==> config.mk <==
export PLATFORM = sky130hd
export DESIGN_NAME = uart_tx_fifo
export DESIGN_NICKNAME = d
export VERILOG_FILES = /design/src/rtl/uart_tx_fifo.sv
export SDC_FILE = /design/constraint.sdc
export NUM_CORES = 1
export LEC_CHECK = 0
export ABC_AREA = 1
export BUFFER_PORTS_ARGS = -buffer_cell sky130_fd_sc_hd__buf_2
export CAP_MARGIN = 20
export CORE_ASPECT_RATIO = 0.7
export CORE_MARGIN = 3
export CORE_UTILIZATION = 49
export DETAILED_ROUTE_END_ITERATION = 6
export PLACE_DENSITY = 0.66
export SKIP_CTS_REPAIR_TIMING = 1
export SLEW_MARGIN = 20
export SYNTH_ARGS = -nofsm -noshare
export SYNTH_HDL_FRONTEND = slang
export SYNTH_SLANG_ARGS = --single-unit
==> constraint.sdc <==
create_clock -name clk -period 4 [get_ports clk]
set_input_delay 0.2 -clock clk [delete_from_list [all_inputs] [get_ports clk]]
set_output_delay 0.2 -clock clk [all_outputs]
set_load 0.05 [all_outputs]
==> src/rtl/uart_tx_fifo.sv <==
// Buffered 8N1 UART transmitter: a small circular FIFO feeds a START/DATA/STOP
// serialiser whose bit period is latched per frame from i_baud_div.
`timescale 1ns/1ps
module uart_tx_fifo #(
   parameter int DEPTH = 8,
   parameter int DIV_W = 16
) (
   input  logic                     clk,
   input  logic                     reset,
   input  logic                     i_wr_en,
   input  logic [7:0]               i_wr_data,
   input  logic [DIV_W-1:0]         i_baud_div,
   output logic                     o_full,
   output logic                     o_empty,
   output logic [$clog2(DEPTH):0]   o_count,
   output logic                     o_overflow,
   output logic                     o_busy,
   output logic                     o_uart_tx
);

   localparam int AW = $clog2(DEPTH);
   localparam logic [AW:0] DEPTH_CNT = (AW+1)'(DEPTH);

   typedef enum logic [1:0] {IDLE, START, DATA, STOP} state_t;

   state_t           state;
   logic [7:0]       mem [DEPTH];
   logic [AW-1:0]    wr_ptr;
   logic [AW-1:0]    rd_ptr;
   logic [AW:0]      count;
   logic [DIV_W-1:0] div;
   logic [DIV_W-1:0] baud_cnt;
   logic [DIV_W-1:0] div_next;
   logic [2:0]       bit_cnt;
   logic [7:0]       shift;
   logic             bit_end;
   logic             push;
   logic             pop;

   assign o_full   = (count == DEPTH_CNT);
   assign o_empty  = (count == '0);
   assign o_count  = count;
   assign bit_end  = (baud_cnt == div - DIV_W'(1));
   assign div_next = (i_baud_div == '0) ? DIV_W'(1) : i_baud_div;
   assign push     = i_wr_en && !o_full;
   // Pop on leaving IDLE, or on the last stop-bit cycle so the next frame follows with no gap.
   assign pop      = !o_empty && ((state == IDLE) || ((state == STOP) && bit_end));

   always_ff @(posedge clk) begin
      if (reset) begin
         wr_ptr     <= '0;
         rd_ptr     <= '0;
         count      <= '0;
         o_overflow <= 1'b0;
      end else begin
         o_overflow <= i_wr_en && o_full;
         if (push) begin
            mem[wr_ptr] <= i_wr_data;
            wr_ptr      <= wr_ptr + AW'(1);
         end
         if (pop)
            rd_ptr <= rd_ptr + AW'(1);
         if (push && !pop)
            count <= count + (AW+1)'(1);
         else if (pop && !push)
            count <= count - (AW+1)'(1);
      end
   end

   always_ff @(posedge clk) begin
      if (reset) begin
         state     <= IDLE;
         div       <= DIV_W'(1);
         baud_cnt  <= '0;
         bit_cnt   <= '0;
         shift     <= '0;
         o_busy    <= 1'b0;
         o_uart_tx <= 1'b1;
      end else begin
         case (state)
            IDLE: begin
               o_uart_tx <= 1'b1;
               o_busy    <= 1'b0;
               if (pop) begin
                  shift     <= mem[rd_ptr];
                  div       <= div_next;
                  baud_cnt  <= '0;
                  bit_cnt   <= '0;
                  state     <= START;
                  o_uart_tx <= 1'b0;
                  o_busy    <= 1'b1;
               end
            end
            START: begin
               if (bit_end) begin
                  baud_cnt  <= '0;
                  bit_cnt   <= '0;
                  o_uart_tx <= shift[0];
                  shift     <= shift >> 1;
                  state     <= DATA;
               end else begin
                  baud_cnt <= baud_cnt + DIV_W'(1);
               end
            end
            DATA: begin
               if (bit_end) begin
                  baud_cnt <= '0;
                  if (bit_cnt == 3'd7) begin
                     o_uart_tx <= 1'b1;
                     state     <= STOP;
                  end else begin
                     bit_cnt   <= bit_cnt + 3'd1;
                     o_uart_tx <= shift[0];
                     shift     <= shift >> 1;
                  end
               end else begin
                  baud_cnt <= baud_cnt + DIV_W'(1);
               end
            end
            STOP: begin
               if (bit_end) begin
                  baud_cnt <= '0;
                  if (pop) begin
                     shift     <= mem[rd_ptr];
                     div       <= div_next;
                     bit_cnt   <= '0;
                     o_uart_tx <= 1'b0;
                     state     <= START;
                  end else begin
                     o_busy    <= 1'b0;
                     state     <= IDLE;
                  end
               end else begin
                  baud_cnt <= baud_cnt + DIV_W'(1);
               end
            end
            default: begin
               state     <= IDLE;
               o_uart_tx <= 1'b1;
               o_busy    <= 1'b0;
            end
         endcase
      end
   end

endmodule

# Word-level counts from Yosys, hierarchy flattened
# Memory sizes are Yosys's and may differ from the RTL's. A register that Yosys moved wholly into a read port is not among the register bits.
# Index checks and enable logic that the tools add are counted.
word_totals:
  mem_count: 1
  wordCells: 99
  regBits: 58
  ramBits: 64
  in_bits: 27
  output_inout_bits: 9
op_classes:
  mux: 44
  add_sub_neg: 7
  reduce_logical: 22
  n_eq_ne: 14
memory_table:
  columns: ["memory", "words", "width", "read_ports", "rd_ports_with_merged_regs", "wr", "line", "text"]
  rows:
  - ["mem", 8, 8, 1, 1, 1, "27", "logic [7:0] mem [DEPTH];"]
op_table:
  columns: ["operator", "n"]
  rows:
  - ["$mux W16", 5]
  - ["$pmux W16 S2", 2]
  - ["$mux W8", 5]
  - ["$pmux W8 S4", 1]
  - ["$mux W3", 7]
  - ["$add A16 B1 Y16 const B", 1]
  - ["$eq A16 B16 Y1", 1]
  - ["$logic_not A16 Y1", 1]
  - ["$ne A2 B2 Y1 const B", 8]
  - ["$sub A16 B1 Y16 const B", 1]
  - ["$mux W1", 13]
  - ["$pmux W3 S4", 1]
  - ["$mux W2", 5]
  - ["$add A3 B1 Y3 const B", 3]
  - ["$mux W4", 2]
  - ["$pmux W2 S4", 1]
  - ["$reduce_and A4 Y1", 2]
  - ["$logic_and A1 B1 Y1", 6]
  - ["$reduce_and A5 Y1", 1]
  - ["$add A4 B1 Y4 const B", 1]
  - ["$eq A2 B2 Y1 const B", 2]
  - ["$eq A4 B4 Y1 const B", 1]
  - ["$logic_not A1 Y1", 4]
  - ["$logic_not A4 Y1", 1]
  - ["11 further kinds", 12]

# Logic depth before layout (Yosys ltp)
# Gate-level depths: netlist of run 1.
depth:
  word_depth: 8
  depth_mapped: 25
  mapped_depth_nobuf: 24

# Least setup slack after synthesis of run 1
# No wires, ideal clock.
synth_timing:
  path_type: "register to register"
  startpoint: "register count[0], in the netlist o_count[0]"
  endpoint: "register count[3], in the netlist o_count[3]"
  synth_period_minus_slack_ns: 3.817
  arrival_time_ns: 3.697
  stages_incl_launch_ff: 17
  setup_time_ns: 0.120
  n_path_buf: 1
  required_ns: 3.880
  path_slack_ns: 0.183
  path_cell_list: "dfxtp_1 nor2_1 inv_1 nor3_1 nor2_1 nand2_1 buf_6 ha_1 inv_1 ha_1 and3_1 a211oi_1 nor2_1 nor2_1 nand2_1 o21ai_0 a21oi_1"
synth_between:
  elab_chain_len: 6
synth_rtl:
  columns: ["element", "line", "text"]
  rows:
  - ["start: declaration", "30", "logic [AW:0] count;"]
  - ["start signal: assignment", "64", "count <= count + (AW+1)'(1);"]
  - ["start signal: assignment", "66", "count <= count - (AW+1)'(1);"]
  - ["$logic_not A4 Y1 (*)", "41", "assign o_empty = (count == '0);"]
  - ["via o_empty", "14", "output logic o_empty,"]
  - ["$logic_not A1 Y1 (*)", "47", "assign pop = !o_empty && ((state == IDLE) || ((state == STOP) && bit_end));"]
  - ["$logic_and A1 B1 Y1 (*)", "47", null]
  - ["$logic_not A1 Y1", "63", "if (push && !pop)"]
  - ["$logic_and A1 B1 Y1", "63", null]
  - ["$mux W4 or $reduce_bool A2 Y1 (tied branches)", null, null]
# The timed path passes the listed nets; every way through them passes the cells marked *. The select of a mux whose other input is x is not followed.
# A chain may end at the register's enable or synchronous reset.

# Worst setup path after layout of run 1
layout_timing:
  startpoint: "register div[0]"
  endpoint: "register count[3], in the netlist o_count[3]"
layout_between:
  elab_chain_len: 8
layout_rtl:
  columns: ["element", "line", "text"]
  rows:
  - ["start: declaration", "31", "logic [DIV_W-1:0] div;"]
  - ["start signal: assignment", "86", "div <= div_next;"]
  - ["start signal: assignment", "125", "div <= div_next;"]
  - ["$sub A16 B1 Y16 (*)", "43", "assign bit_end = (baud_cnt == div - DIV_W'(1));"]
  - ["$eq A16 B16 Y1 (*)", "43", null]
  - ["$logic_and A1 B1 Y1 (*)", "47", null]
  - ["$logic_or A1 B1 Y1 (*)", "47", null]
  - ["$logic_and A1 B1 Y1 (*)", "47", null]
  - ["$logic_not A1 Y1", "63", null]
  - ["$logic_and A1 B1 Y1", "63", null]
  - ["$mux W4 or $reduce_bool A2 Y1 (tied branches)", null, null]
# Mark *: on every way between the ends. The rest lies on a longest branch, timed or not.

==> results, run 1 <==
- The predominant post-synthesis flop cell is sky130_fd_sc_hd__edfxtp_1.
- The max-capacitance violation count is 0.
- The CTS tree is yes.
- The sum of negative setup slack is 0 ns.
- The kind of start point of the critical path is a flop.
- The post-detailed-routing wire length is 15.4 mm.
- The DRC violations left is 0.
- The clock sink total is 125.
- The worst path meets setup with 0.516 ns of slack.
- The min-delay analysis places its worst path in the category input port to flop.
- Along the worst hold path, the cell count comes to 3.
- The share of synthesized area in the top cell type comes to 31.2%.
- The count of endpoints failing setup in the final report is 0.
- Per report_power, the clock group accounts for 26.5% of the total.
- The fraction of power spent switching nets is 44.6%.
- In this run the critical register-to-register path is captured at o_count[3].
- The die extent in y is 99.8 um.
- The clock buffer count from CTS is 17.
- Derived from the worst setup path, the maximum achievable clock frequency is 0.287 GHz.
- The synthesized netlist net count is 795.
- The floorplan core area is 0.0120 sq mm.
- The measured slew at the worst slew-check pin is 1.02 ns.
- The synthesized instance count is 753.
- Synthesis instantiated 38 different standard cells from the library.
- The initial antenna violation count is 0.
- The maximum number of pins on one net before global-route repair is 39.
- The number of max-slew violations in the final report is 0.
- The routed wire length per instance is 16.2 um.
- The worst register-to-register path has a setup slack of 0.52 ns.
- The first-pass GRT wire length is 24.9 mm.
- Pin placement for this block handled 36 I/O pins.
- The starting DRC count in detailed routing is 393.
- The master of the slowest instance on the critical path is sky130_fd_sc_hd__dfxtp_1.
- After synthesis the netlist holds a flip-flop and latch count of 125.
- The via count is 5158.
- The peak fanout along the critical path is 4.
- The fraction of registers with async set or reset after synthesis is 0%.
- The total of buffers placed on input and output ports is 35.
- The buffer depth of the longest clock path is 2.
- The headroom to the max-slew limit is 32.0%.
- The count of nets left with antenna violations once routing finished came out at 0.
- For this configuration, the core starts out at a cell density of 51.5%.
- Using the TritonRoute via totals, the vias-per-cell ratio works out to 5.41.
- The die footprint is 0.0140 sq mm.
- Sequential cells were found to cover 51.0% of the synthesized design area.
- Prior to clock tree synthesis, the placed netlist has a worst setup slack of 0.562 ns.
- The internal power of the cells totals 3130 uW.
- At the worst endpoint, the arrival time is 3.79 ns.
- The H-tree was split into 4 levels.
- The number of global-route vias before repair is 4929.
- The aggregate global routing overflow is 0.
- In this run the power spent charging and discharging nets is 2510 uW.
- The first-pass detailed-route iteration total is 5.
- The clock latency at the later pin of the worst-skew pair is 0.42 ns.
- The post-route netlist has 11.4% of its cells at a drive strength greater than 1.
- The leakage power is 0.00289 uW.
- The combinational power share is 42.6%.
- The worst setup path is captured at a flop.
- The part of the cycle the worst path needs is 87.1%.
- The signed area change from the synthesized netlist to the final layout is 13.8%.
- Traced cell by cell, the critical path runs through inv_2 -> ha_1 -> inv_1 -> nand2_1 -> nand2_1 -> inv_1 -> nand2_1 -> nand2_1 -> nor2_1 -> nand2_1 -> nor2_1 -> nand3_1 -> o21bai_2 -> nand2_1 -> ha_1 -> inv_1 -> ha_1 -> and3_1 -> a211oi_1 -> nor2_1 -> nor2_1 -> nand2_1 -> o21ai_0 -> a21oi_1.
- For the finished layout, the period the worst path requires is 3.48 ns.
- The run finished with clean final reports.
- Registers are responsible for 30.9% of the overall power.
- The hold path startpoint is i_wr_en.
- The gate family responsible for the most delay along the worst path is simple AND/OR/NAND/NOR gates.
- The root buffer cell chosen for the clock tree is sky130_fd_sc_hd__clkbuf_16.
- The mean area per synthesized cell is 8.18 sq um.
- The die span in x is 140 um.
- The critical path's largest stage delay is 0.40 ns.
- Summed over all nets, the half-perimeter wirelength after detailed placement is 10.8 mm.
- The endpoint of the worst hold-timing path is o_overflow.
- Row generation in the floorplan step produced 33 rows.
- The worst-case IR drop observed on VDD is 463 uV.
- Between clock sinks in the finished design, the worst skew comes to 0.0109 ns.
- The number of hold violations in the final report is 0.
- The number of buffer and inverter stages on the critical path is 4.
- The post-synthesis instance area is 0.00616 sq mm.
- Counting buffers and inverters, the worst setup path is 24 cells deep.
- Of all cell types, the one taking the most synthesized area is sky130_fd_sc_hd__edfxtp_1.
- Yosys mapped a number of flops with a built-in enable equal to 64.
- The most common cell in the synthesized netlist is sky130_fd_sc_hd__nand2_1.
- The category of the most critical setup path is flop to flop.
- The share of the core filled with cells is 58.6%.
- After clock tree synthesis, the clock-pin slew on the worst setup and hold paths is 0.07 ns.
- Setup repair after global routing left no endpoint under its margin.
- The number of cell instances on the worst register-to-register path is 24.
- The worst path required time is 4.31 ns.
- Across every metal layer, demand over resource in global routing totals 22.8%.
- Routability-driven placement finished with a final weighted congestion of 0.932.
- Counting instances in the post-synthesis netlist gives the leading cell types as 153 x sky130_fd_sc_hd__nand2_1, 115 x sky130_fd_sc_hd__nor2_1, 71 x sky130_fd_sc_hd__o21ai_0, 64 x sky130_fd_sc_hd__edfxtp_1, 64 x sky130_fd_sc_hd__inv_1.
- The library cell appearing most often on the critical path is sky130_fd_sc_hd__nand2_1.
- For this run, the number of Yosys warnings is 0.
- The count of nets after finishing is 826.
- The source of the worst register-to-register timing path is div[0].
- The number of antenna diodes in the final layout is 0.
- Ranked by total cell area, the synthesized netlist is headed by sky130_fd_sc_hd__edfxtp_1 31%, sky130_fd_sc_hd__dfxtp_1 20%, sky130_fd_sc_hd__nand2_1 9.3%.
- The ratio of total power to cell area is 804 mW/mm^2.
[area by class of cell]
class | count | area [sq um]
fillers | 1063 | 4960
inverters | 68 | 255
multi-input cells | 533 | 2640
clock inverters | 15 | 148
well taps | 157 | 196
repair buffers | 39 | 205
flip-flops and latches | 125 | 3140
clock buffers | 17 | 425
[cells by family after synthesis]
family	Yosys count	share of synthesized area [%]
and+or+nand+nor	349	24.0
xor gates and xnor gates	17	2.42
DFF	125	51.0
AOI/OAI and AO/OA	152	13.3
buffers and inverters	95	6.15
adders and majority gates	15	3.17
[routing by layer]
layer	track usage (%)	vias to the layer above	share of wire, %
li1	-	2592	-
met1	35.8	2416	53
met2	31.3	138	40
met3	4.33	12	5.7
met4	7.89	0	0.84
met5	0	-	0
[worst min-delay path: stages]
cell and delay [ns]:
sky130_fd_sc_hd__buf_2 0.10, sky130_fd_sc_hd__nand2_1 0.06, sky130_fd_sc_hd__nor2_1 0.03
[how the worst max path moves through the flow]
stage          startpoint  slack (ns)          to
5_1_grt            div[0]        0.17  o_count[3]
6_report           div[0]        0.52  o_count[3]
4_1_cts            div[0]        0.54  o_count[3]
3_3_place_gp       div[0]        0.79  o_count[3]
2_1_floorplan  o_count[0]        0.18  o_count[3]
3_5_place_dp       div[0]        0.56  o_count[3]
[power groups by stage]
stage | clock network, uW | registers (uW) | logic, uW
floorplan | 0 | 1800 | 1760
global placement | 0 | 1760 | 2300
detailed placement | 0 | 1760 | 2350
CTS | 1510 | 1740 | 2370
global route | 1570 | 1760 | 2690
finish | 1500 | 1740 | 2400
[per-stage QoR]
step	hold slack [ns]	instance area, sq um	power [uW]	cells
floorplan	0.299	6160	3560	753
global placement	0.433	6440	4060	922
detailed placement	0.440	6440	4110	922
CTS	-0.00382	7010	5620	954
global route	0.00927	7010	6030	954
finish	0.00844	7010	5640	954
[registers in the layout (all words and copies together), names as in the netlist, named ones only]
name,flops
mem,64
baud_cnt,16
div,16
shift,8
o_count,4
bit_cnt,3
rd_ptr,3
wr_ptr,3
state,2
o_busy,1
o_overflow,1
o_uart_tx,1
[layout by cell type, fill, tap and decap left out, types with 6 or more instances in the layout]
master / netlist / layout
sky130_fd_sc_hd__inv_6: 0 / 6
sky130_fd_sc_hd__ha_1: 14 / 14
sky130_fd_sc_hd__dfxtp_1: 61 / 61
sky130_fd_sc_hd__clkbuf_16: 0 / 17
sky130_fd_sc_hd__buf_2: 6 / 35
sky130_fd_sc_hd__o21ai_0: 71 / 71
sky130_fd_sc_hd__nor2_1: 115 / 115
sky130_fd_sc_hd__inv_1: 64 / 63
sky130_fd_sc_hd__a21oi_1: 49 / 49
sky130_fd_sc_hd__nand2_1: 153 / 153
sky130_fd_sc_hd__o22ai_1: 17 / 17
sky130_fd_sc_hd__nand3_1: 46 / 46
sky130_fd_sc_hd__xor2_1: 10 / 10
sky130_fd_sc_hd__xnor2_1: 7 / 7
sky130_fd_sc_hd__edfxtp_1: 64 / 64
No activity file was read; power rests on OpenSTA's default activity.
==> run 2: changes to the inputs <==
==> constraint.sdc (replaced) <==
create_clock -name clk -period 4 [get_ports clk]
set_input_delay 0.2 -clock clk [delete_from_list [all_inputs] [get_ports clk]]
set_output_delay 0.2 -clock clk [all_outputs]
set_load 0.1 [all_outputs]
==> results, run 2 (synthesized netlist as in run 1, its figures left out) <==
- The most common cell after layout, fill and taps aside is sky130_fd_sc_hd__nand2_1.
- The first-pass detailed-route iteration total came to 5 (unchanged).
- The die extent in y is 99.8 um (unchanged).
- The largest clock skew in the final design is 0.00951 ns (-0.00139 ns).
- The count of endpoints failing setup in the final report is 0 (unchanged).
- The worst path required time is 4.30 ns (about the same).
- The category of the most critical setup path is flop to flop.
- The proportion of layout cells with a drive suffix above 1 is 11.6% (+0.14 points).
- The half-perimeter wire length after detailed placement is 10.6 mm (-2.3%).
- The post-route worst setup slack is 0.434 ns (-0.0819 ns).
- Setup repair after global routing left no endpoint under its margin.
- The setup slack after placement came to 0.350 ns (-0.212 ns).
- The signal on the critical path passes through inv_2 -> ha_1 -> inv_1 -> nand2_1 -> nand2_1 -> inv_1 -> nand2_1 -> nand2_1 -> nor2_1 -> nand2_1 -> nor2_1 -> nand3_1 -> o21bai_2 -> nand2_2 -> ha_1 -> inv_1 -> ha_1 -> and3_1 -> a211oi_1 -> nor2_1 -> nor2_1 -> nand2_1 -> o21ai_0 -> a21oi_1.
- The total of buffers placed on input and output ports came to 35 (unchanged).
- The die span in x is 140 um (unchanged).
- Compared with the post-synthesis result, the final layout area differs by 14.4%.
- The maximum number of pins on one net before global-route repair was 39 (unchanged).
- The routed wire length per instance came to 16.1 um (-0.48%).
- The sum of negative setup slack is 0 ns (unchanged).
- The run finished with clean final reports.
- The top-level I/O count was 36 (unchanged).
- The clock latency at the later pin of the worst-skew pair is 0.42 ns (about the same).
- The die footprint is 0.0140 sq mm (unchanged).
- The DRC violations left was 0 (unchanged).
- The floorplan core area was 0.0120 sq mm (unchanged).
- The clock sink total is 125 (unchanged).
- The classification of the worst-slack hold path is input port to flop.
- The starting DRC count in detailed routing is 453 (+15%).
- The flip-flop count of the largest register after layout is 64 (unchanged).
- The buffer depth of the longest clock path came to 2 (unchanged).
- The global placement routability congestion is 0.873 (-6.2%).
- TritonCTS built the clock tree.
- The count of fill cells added during filler insertion came to 1061 (-0.19%).
- In the final layout, the registers with the most flip-flops are mem: 64 flops, baud_cnt: 16 flops, div: 16 flops.
- mem holds more flip-flops than any other register.
- The number of hold violations in the final report was 0 (unchanged).
- The headroom to the max-slew limit is 31.3% (-0.68 points).
- The worst setup path is launched from a flop.
- The number of global-route vias before repair is 4740 (-3.8%).
- The aggregate global-route resource usage was 22.6% (-0.21 points).
- The clock-pin slew on the worst setup and hold paths is 0.07 ns (about the same).
- The combined area of the multi-input logic cells was 0.00267 sq mm (+0.95%).
- The aggregate global routing overflow is 0 (unchanged).
- The via count is 5251 (+1.8%).
- The root buffer cell chosen for the clock tree is sky130_fd_sc_hd__clkbuf_16.
- STA classifies the critical path endpoint as a flop.
- The number of max-slew violations in the final report is 0 (unchanged).
- The first-pass GRT wire length is 24.5 mm (-1.4%).
- The post-layout minimum cycle time is 3.57 ns (+0.0819 ns).
- The post-detailed-routing wire length came to 15.3 mm (-0.58%).
- The ratio of total power to cell area is 817 mW/mm^2 (+1.6%).
- The number of nets still failing antenna checks after routing came to 0 (unchanged).
- In the layout the commonest cells are 152 x sky130_fd_sc_hd__nand2_1, 115 x sky130_fd_sc_hd__nor2_1, 71 x sky130_fd_sc_hd__o21ai_0.
- The master of the slowest instance on the critical path is sky130_fd_sc_hd__dfxtp_1.
- The deepest level of the CTS H-tree is 4 (unchanged).
- The signal arrival time at the worst endpoint is 3.87 ns (+0.08 ns).
- The via density per instance is 5.51 (+1.9%).
- The number of antenna repair diodes is 0 (unchanged).
- The register cell area after layout is 0.00314 sq mm (unchanged).
- The initial antenna violation count is 0 (unchanged).
- The worst IR drop on VDD is 510 uV (+10%).
- The initial standard-cell utilization of the core is 51.5% (unchanged).
- The number of placement rows is 33 (unchanged).
- The clock buffer count from CTS was 17 (unchanged).
- The total placed instance area is 0.00645 sq mm (+0.12%).
- The maximum clock frequency is 0.280 GHz (-2.3%).
- The critical path's largest stage delay was 0.41 ns (about the same).
- The peak fanout along the critical path was 11 (+7).
- The max-capacitance violation count is 0 (unchanged).
- The library cell appearing most often on the critical path is sky130_fd_sc_hd__nand2_1.
- The measured slew at the worst slew-check pin was 1.03 ns (+0.0101 ns).
- Among cell families on the critical path, the largest total delay comes from simple AND/OR/NAND/NOR gates.
- The leakage power is 0.00289 uW (+0.12%).
- The count of nets after finishing came to 825 (-0.12%).
- The final non-filler cell area is 0.00705 sq mm (+0.50%).
- The number of buffer and inverter stages on the critical path is 4 (unchanged).
- The part of the cycle the worst path needs was 89.2% (+2.0 points).
==> run 2: cell types whose count changed in the layout (fill, tap and decap cells not counted) <==
cell,previous run,this run
sky130_fd_sc_hd__nand2_1,153,152
sky130_fd_sc_hd__nor3_4,0,2
sky130_fd_sc_hd__inv_8,5,4
sky130_fd_sc_hd__clkinv_1,0,1
sky130_fd_sc_hd__nor3_1,5,3
sky130_fd_sc_hd__nand2_2,5,6
sky130_fd_sc_hd__clkinv_4,0,1
sky130_fd_sc_hd__buf_16,0,1
sky130_fd_sc_hd__inv_2,5,4
sky130_fd_sc_hd__buf_4,4,2
==> run 2: area by class of cell <==
| type | instances | share of cell area [%] |
|---|---|---|
| inverters | 68 | 3.62 |
| repair buffers | 38 | 3.09 |
| multi-input cells | 533 | 37.8 |
| clock buffers | 17 | 6.04 |
| well taps | 157 | 2.79 |
| flip-flops and latches | 125 | 44.6 |
| clock inverters | 15 | 2.06 |
==> run 2: final timing paths <==
check	cells after the start	slack, ns	endpoint	startpoint
min	3	0.02	o_overflow	i_wr_en
max	24	0.43	o_count[3]	div[0]
max reg2reg	24	0.43	o_count[3]	div[0]
min reg2reg	2	0.47	o_uart_tx	o_uart_tx
==> run 2: worst min-delay path, cell delays in order <==
cell	delay, ns
sky130_fd_sc_hd__buf_2	0.10
sky130_fd_sc_hd__nand2_1	0.05
sky130_fd_sc_hd__nor2_1	0.03
==> run 2: per-layer routing <==
layer	global-route usage, %	vias to the layer above	part of all wire (%)
li1	-	2595	-
met1	35.7	2445	51
met2	30.0	191	40
met3	5.90	20	7.8
met4	6.85	0	1.2
met5	0	-	0
==> run 2: power by group <==
group          switching (uW)  leakage [uW]  internal (uW)
registers                 193       0.00108           1550
logic                    1800       0.00154            733
clock network             654      0.000272            825
total                    2650       0.00289           3110
==> run 2: through the flow <==
| step | power (uW) | hold slack, ns | instances | util, % |
|---|---|---|---|---|
| 3_3_place_gp | 4190 | 0.435 | 920 | 53.8 |
| 2_1_floorplan | 3710 | 0.299 | 753 | - |
| 4_1_cts | 5730 | 0.00503 | 952 | 58.6 |
| 5_1_grt | 6190 | 0.0240 | 953 | 58.9 |
| 6_report | 5760 | 0.0159 | 953 | 58.9 |
| 3_5_place_dp | 4240 | 0.448 | 920 | 53.8 |
==> run 3: changes to the inputs <==
--- a/config.mk
+++ b/config.mk
@@ -8,11 +8,13 @@
 export ABC_AREA = 1
 export BUFFER_PORTS_ARGS = -buffer_cell sky130_fd_sc_hd__buf_2
 export CAP_MARGIN = 20
-export CORE_ASPECT_RATIO = 0.7
+export CELL_PAD_IN_SITES_DETAIL_PLACEMENT = 0
+export CELL_PAD_IN_SITES_GLOBAL_PLACEMENT = 1
+export CORE_ASPECT_RATIO = 1.2
 export CORE_MARGIN = 3
-export CORE_UTILIZATION = 49
+export CORE_UTILIZATION = 46
 export DETAILED_ROUTE_END_ITERATION = 6
-export PLACE_DENSITY = 0.66
+export PLACE_DENSITY_LB_ADDON = 0.1
 export SKIP_CTS_REPAIR_TIMING = 1
 export SLEW_MARGIN = 20
 export SYNTH_ARGS = -nofsm -noshare
==> results, run 3 (synthesized netlist as in run 1, its figures left out) <==
- The run finished with clean final reports.
- The number of max-slew violations in the final report was 0 (unchanged).
- The clock buffer count from CTS is 17 (unchanged).
- The sum of negative setup slack is 0 ns (unchanged).
- The die footprint came to 0.0148 sq mm (+6.1%).
- The classification of the worst-slack hold path is input port to flop.
- The fraction of power consumed by the clock network was 28.2% (+2.5 points).
- The signed area change from the synthesized netlist to the final layout is 15.3%.
- The part of the cycle the worst path needs came to 82.1% (-7.0 points).
- The starting DRC count in detailed routing was 212 (-53%).
- The number of placement rows was 45 (+36%).
- The initial antenna violation count came to 0 (unchanged).
- The buffer depth of the longest clock path is 2 (unchanged).
- The half-perimeter wire length after detailed placement is 10.5 mm (-0.92%).
- The first-pass detailed-route iteration total is 4 (-1).
- The fraction of power spent switching nets is 43.0% (-3.0 points).
- The number of global-route vias before repair came to 5006 (+5.6%).
- The via count was 5010 (-4.6%).
- The count of nets after finishing is 826 (+0.12%).
- The total of buffers placed on input and output ports is 35 (unchanged).
- The global placement routability congestion is 0.875 (+0.19%).
- The peak fanout along the critical path is 4 (-7).
- The critical path in this run is classified as flop to flop.
- The first-pass GRT wire length was 23.8 mm (-2.9%).
- The number of nets still failing antenna checks after routing is 0 (unchanged).
- The switching power is 2520 uW (-4.6%).
- The aggregate global-route resource usage is 20.5% (-2.1 points).
- The deepest level of the CTS H-tree was 4 (unchanged).
- Leaving out fill and tap cells, the most frequent cell in the layout is sky130_fd_sc_hd__nand2_1.
- The internal power component came to 3350 uW (+7.7%).
- The ratio of total power to cell area is 827 mW/mm^2 (+1.2%).
- The floorplan core area is 0.0129 sq mm (+7.7%).
- The aggregate global routing overflow is 0 (unchanged).
- The initial standard-cell utilization of the core is 47.8% (-3.7 points).
- The share of the core filled with cells is 55.1% (-3.8 points).
- The combinational power share is 42.0% (-2.0 points).
- The flip-flop count of the largest register after layout is 64 (unchanged).
- The leakage power was 0.00292 uW (+1.0%).
- The DRC violations left was 0 (unchanged).
- The tree is rooted in a sky130_fd_sc_hd__clkbuf_16.
- The proportion of layout cells with a drive suffix above 1 is 11.4% (-0.14 points).
- The measured slew at the worst slew-check pin was 0.920 ns (-0.107 ns).
- The via density per instance is 5.21 (-5.4%).
- In the layout the commonest cells are 153 x sky130_fd_sc_hd__nand2_1, 115 x sky130_fd_sc_hd__nor2_1, 71 x sky130_fd_sc_hd__o21ai_0.
- The number of antenna repair diodes is 0 (unchanged).
- The maximum number of pins on one net before global-route repair came to 35 (-10%).
- mem holds more flip-flops than any other register.
- The die extent in y is 133 um (+33%).
- The clock sink total is 125 (unchanged).
- The post-detailed-routing wire length is 14.7 mm (-4.3%).
- The kind of start point of the critical path is a flop.
- The count of endpoints failing setup in the final report is 0 (unchanged).
- The number of hold violations in the final report is 0 (unchanged).
- The post-layout minimum cycle time is 3.28 ns (-0.282 ns).
- The part of the power in registers is 29.8% (-0.5 points).
- TritonCTS built the clock tree.
- The largest clock skew in the final design is 0.00756 ns (-0.00195 ns).
- Setup repair after global routing left no endpoint under its margin.
- The worst path required time came to 4.31 ns (about the same).
- In the final layout, the registers with the most flip-flops are mem: 64 flops, baud_cnt: 16 flops, div: 16 flops.
- The maximum clock frequency was 0.304 GHz (+8.6%).
- The die span in x is 112 um (-20%).
- The worst setup path is captured at a flop.
- The headroom to the max-slew limit is 38.4% (+7.1 points).
- The signal arrival time at the worst endpoint is 3.59 ns (-0.28 ns).
- The clock latency at the later pin of the worst-skew pair came to 0.42 ns (about the same).
- The routed wire length per instance is 15.3 um (-5.1%).
- The clock-pin slew on the worst setup and hold paths is 0.06 ns (about the same).
- The max-capacitance violation count is 0 (unchanged).
- The worst IR drop on VDD is 361 uV (-29%).
- The top-level I/O count is 36 (unchanged).
## run 3: cell types whose count changed in the layout (fill, tap and decap cells not counted), moves of 2 or more
cell	change
sky130_fd_sc_hd__inv_8	-4
sky130_fd_sc_hd__clkinv_4	+2
sky130_fd_sc_hd__bufinv_16	+4
sky130_fd_sc_hd__buf_4	+2
## run 3: per-layer routing
metal | GRT usage [%] | up-vias | wire (um)
li1 | - | 2590 | -
met1 | 20.7 | 2290 | 5880
met2 | 38.4 | 92 | 7750
met3 | 4.12 | 38 | 428
met4 | 11.8 | 0 | 641
met5 | 0 | - | 0
## run 3: power groups by stage
stage          clock network, uW  logic, uW  registers [uW]
4_1_cts                     1680       2490            1750
3_5_place_dp                   0       2480            1770
6_report                    1660       2470            1750
3_3_place_gp                   0       2450            1770
5_1_grt                     1740       2790            1780
2_1_floorplan                  0       1810            1900
## run 3: worst max-delay path, cell delays in order, from the launching register on
cell,delay (ns)
sky130_fd_sc_hd__dfxtp_1,0.39
sky130_fd_sc_hd__inv_2,0.08
sky130_fd_sc_hd__ha_1,0.25
sky130_fd_sc_hd__inv_1,0.07
sky130_fd_sc_hd__nand2_1,0.04
sky130_fd_sc_hd__nand2_1,0.11
sky130_fd_sc_hd__inv_1,0.06
sky130_fd_sc_hd__nand2_1,0.05
sky130_fd_sc_hd__nand2_1,0.05
sky130_fd_sc_hd__nor2_1,0.09
sky130_fd_sc_hd__nand2_1,0.07
sky130_fd_sc_hd__nor2_1,0.09
sky130_fd_sc_hd__nand3_1,0.11
sky130_fd_sc_hd__o21bai_2,0.16
sky130_fd_sc_hd__nand2_1,0.10
sky130_fd_sc_hd__ha_1,0.22
sky130_fd_sc_hd__inv_1,0.12
sky130_fd_sc_hd__ha_1,0.28
sky130_fd_sc_hd__and3_1,0.19
sky130_fd_sc_hd__a211oi_1,0.23
sky130_fd_sc_hd__nor2_1,0.07
sky130_fd_sc_hd__nor2_1,0.09
sky130_fd_sc_hd__nand2_1,0.07
sky130_fd_sc_hd__o21ai_0,0.14
sky130_fd_sc_hd__a21oi_1,0.05
## run 3: final timing paths
kind                            startpoint          to  slack, ns  depth (start not counted)
worst max-delay path                div[0]  o_count[3]       0.72                         24
worst min-delay path               i_wr_en  o_overflow       0.01                          3
worst max register to register      div[0]  o_count[3]       0.72                         24
worst min register to register      o_busy      o_busy       0.46                          2
## run 3: layout make-up
type | count | area (sq um)
Fill cell | 1203 | 5790
Sequential cell | 125 | 3140
Multi-Input combinational cell | 533 | 2660
Clock buffer | 18 | 429
Inverter | 68 | 255
Clock inverter | 14 | 205
Timing Repair Buffer | 39 | 205
Tap cell | 164 | 205
## run 3: through the flow
step	worst slack (ns)	std cells	instance area [sq um]	power, uW	hold WS, ns
2_1_floorplan	0.120	753	6180	3710	0.299
3_3_place_gp	0.795	929	6470	4220	0.429
3_5_place_dp	0.687	929	6470	4250	0.441
4_1_cts	0.687	961	7110	5920	-0.00419
5_1_grt	0.360	961	7110	6300	0.0147
6_report	0.715	961	7110	5870	0.00991
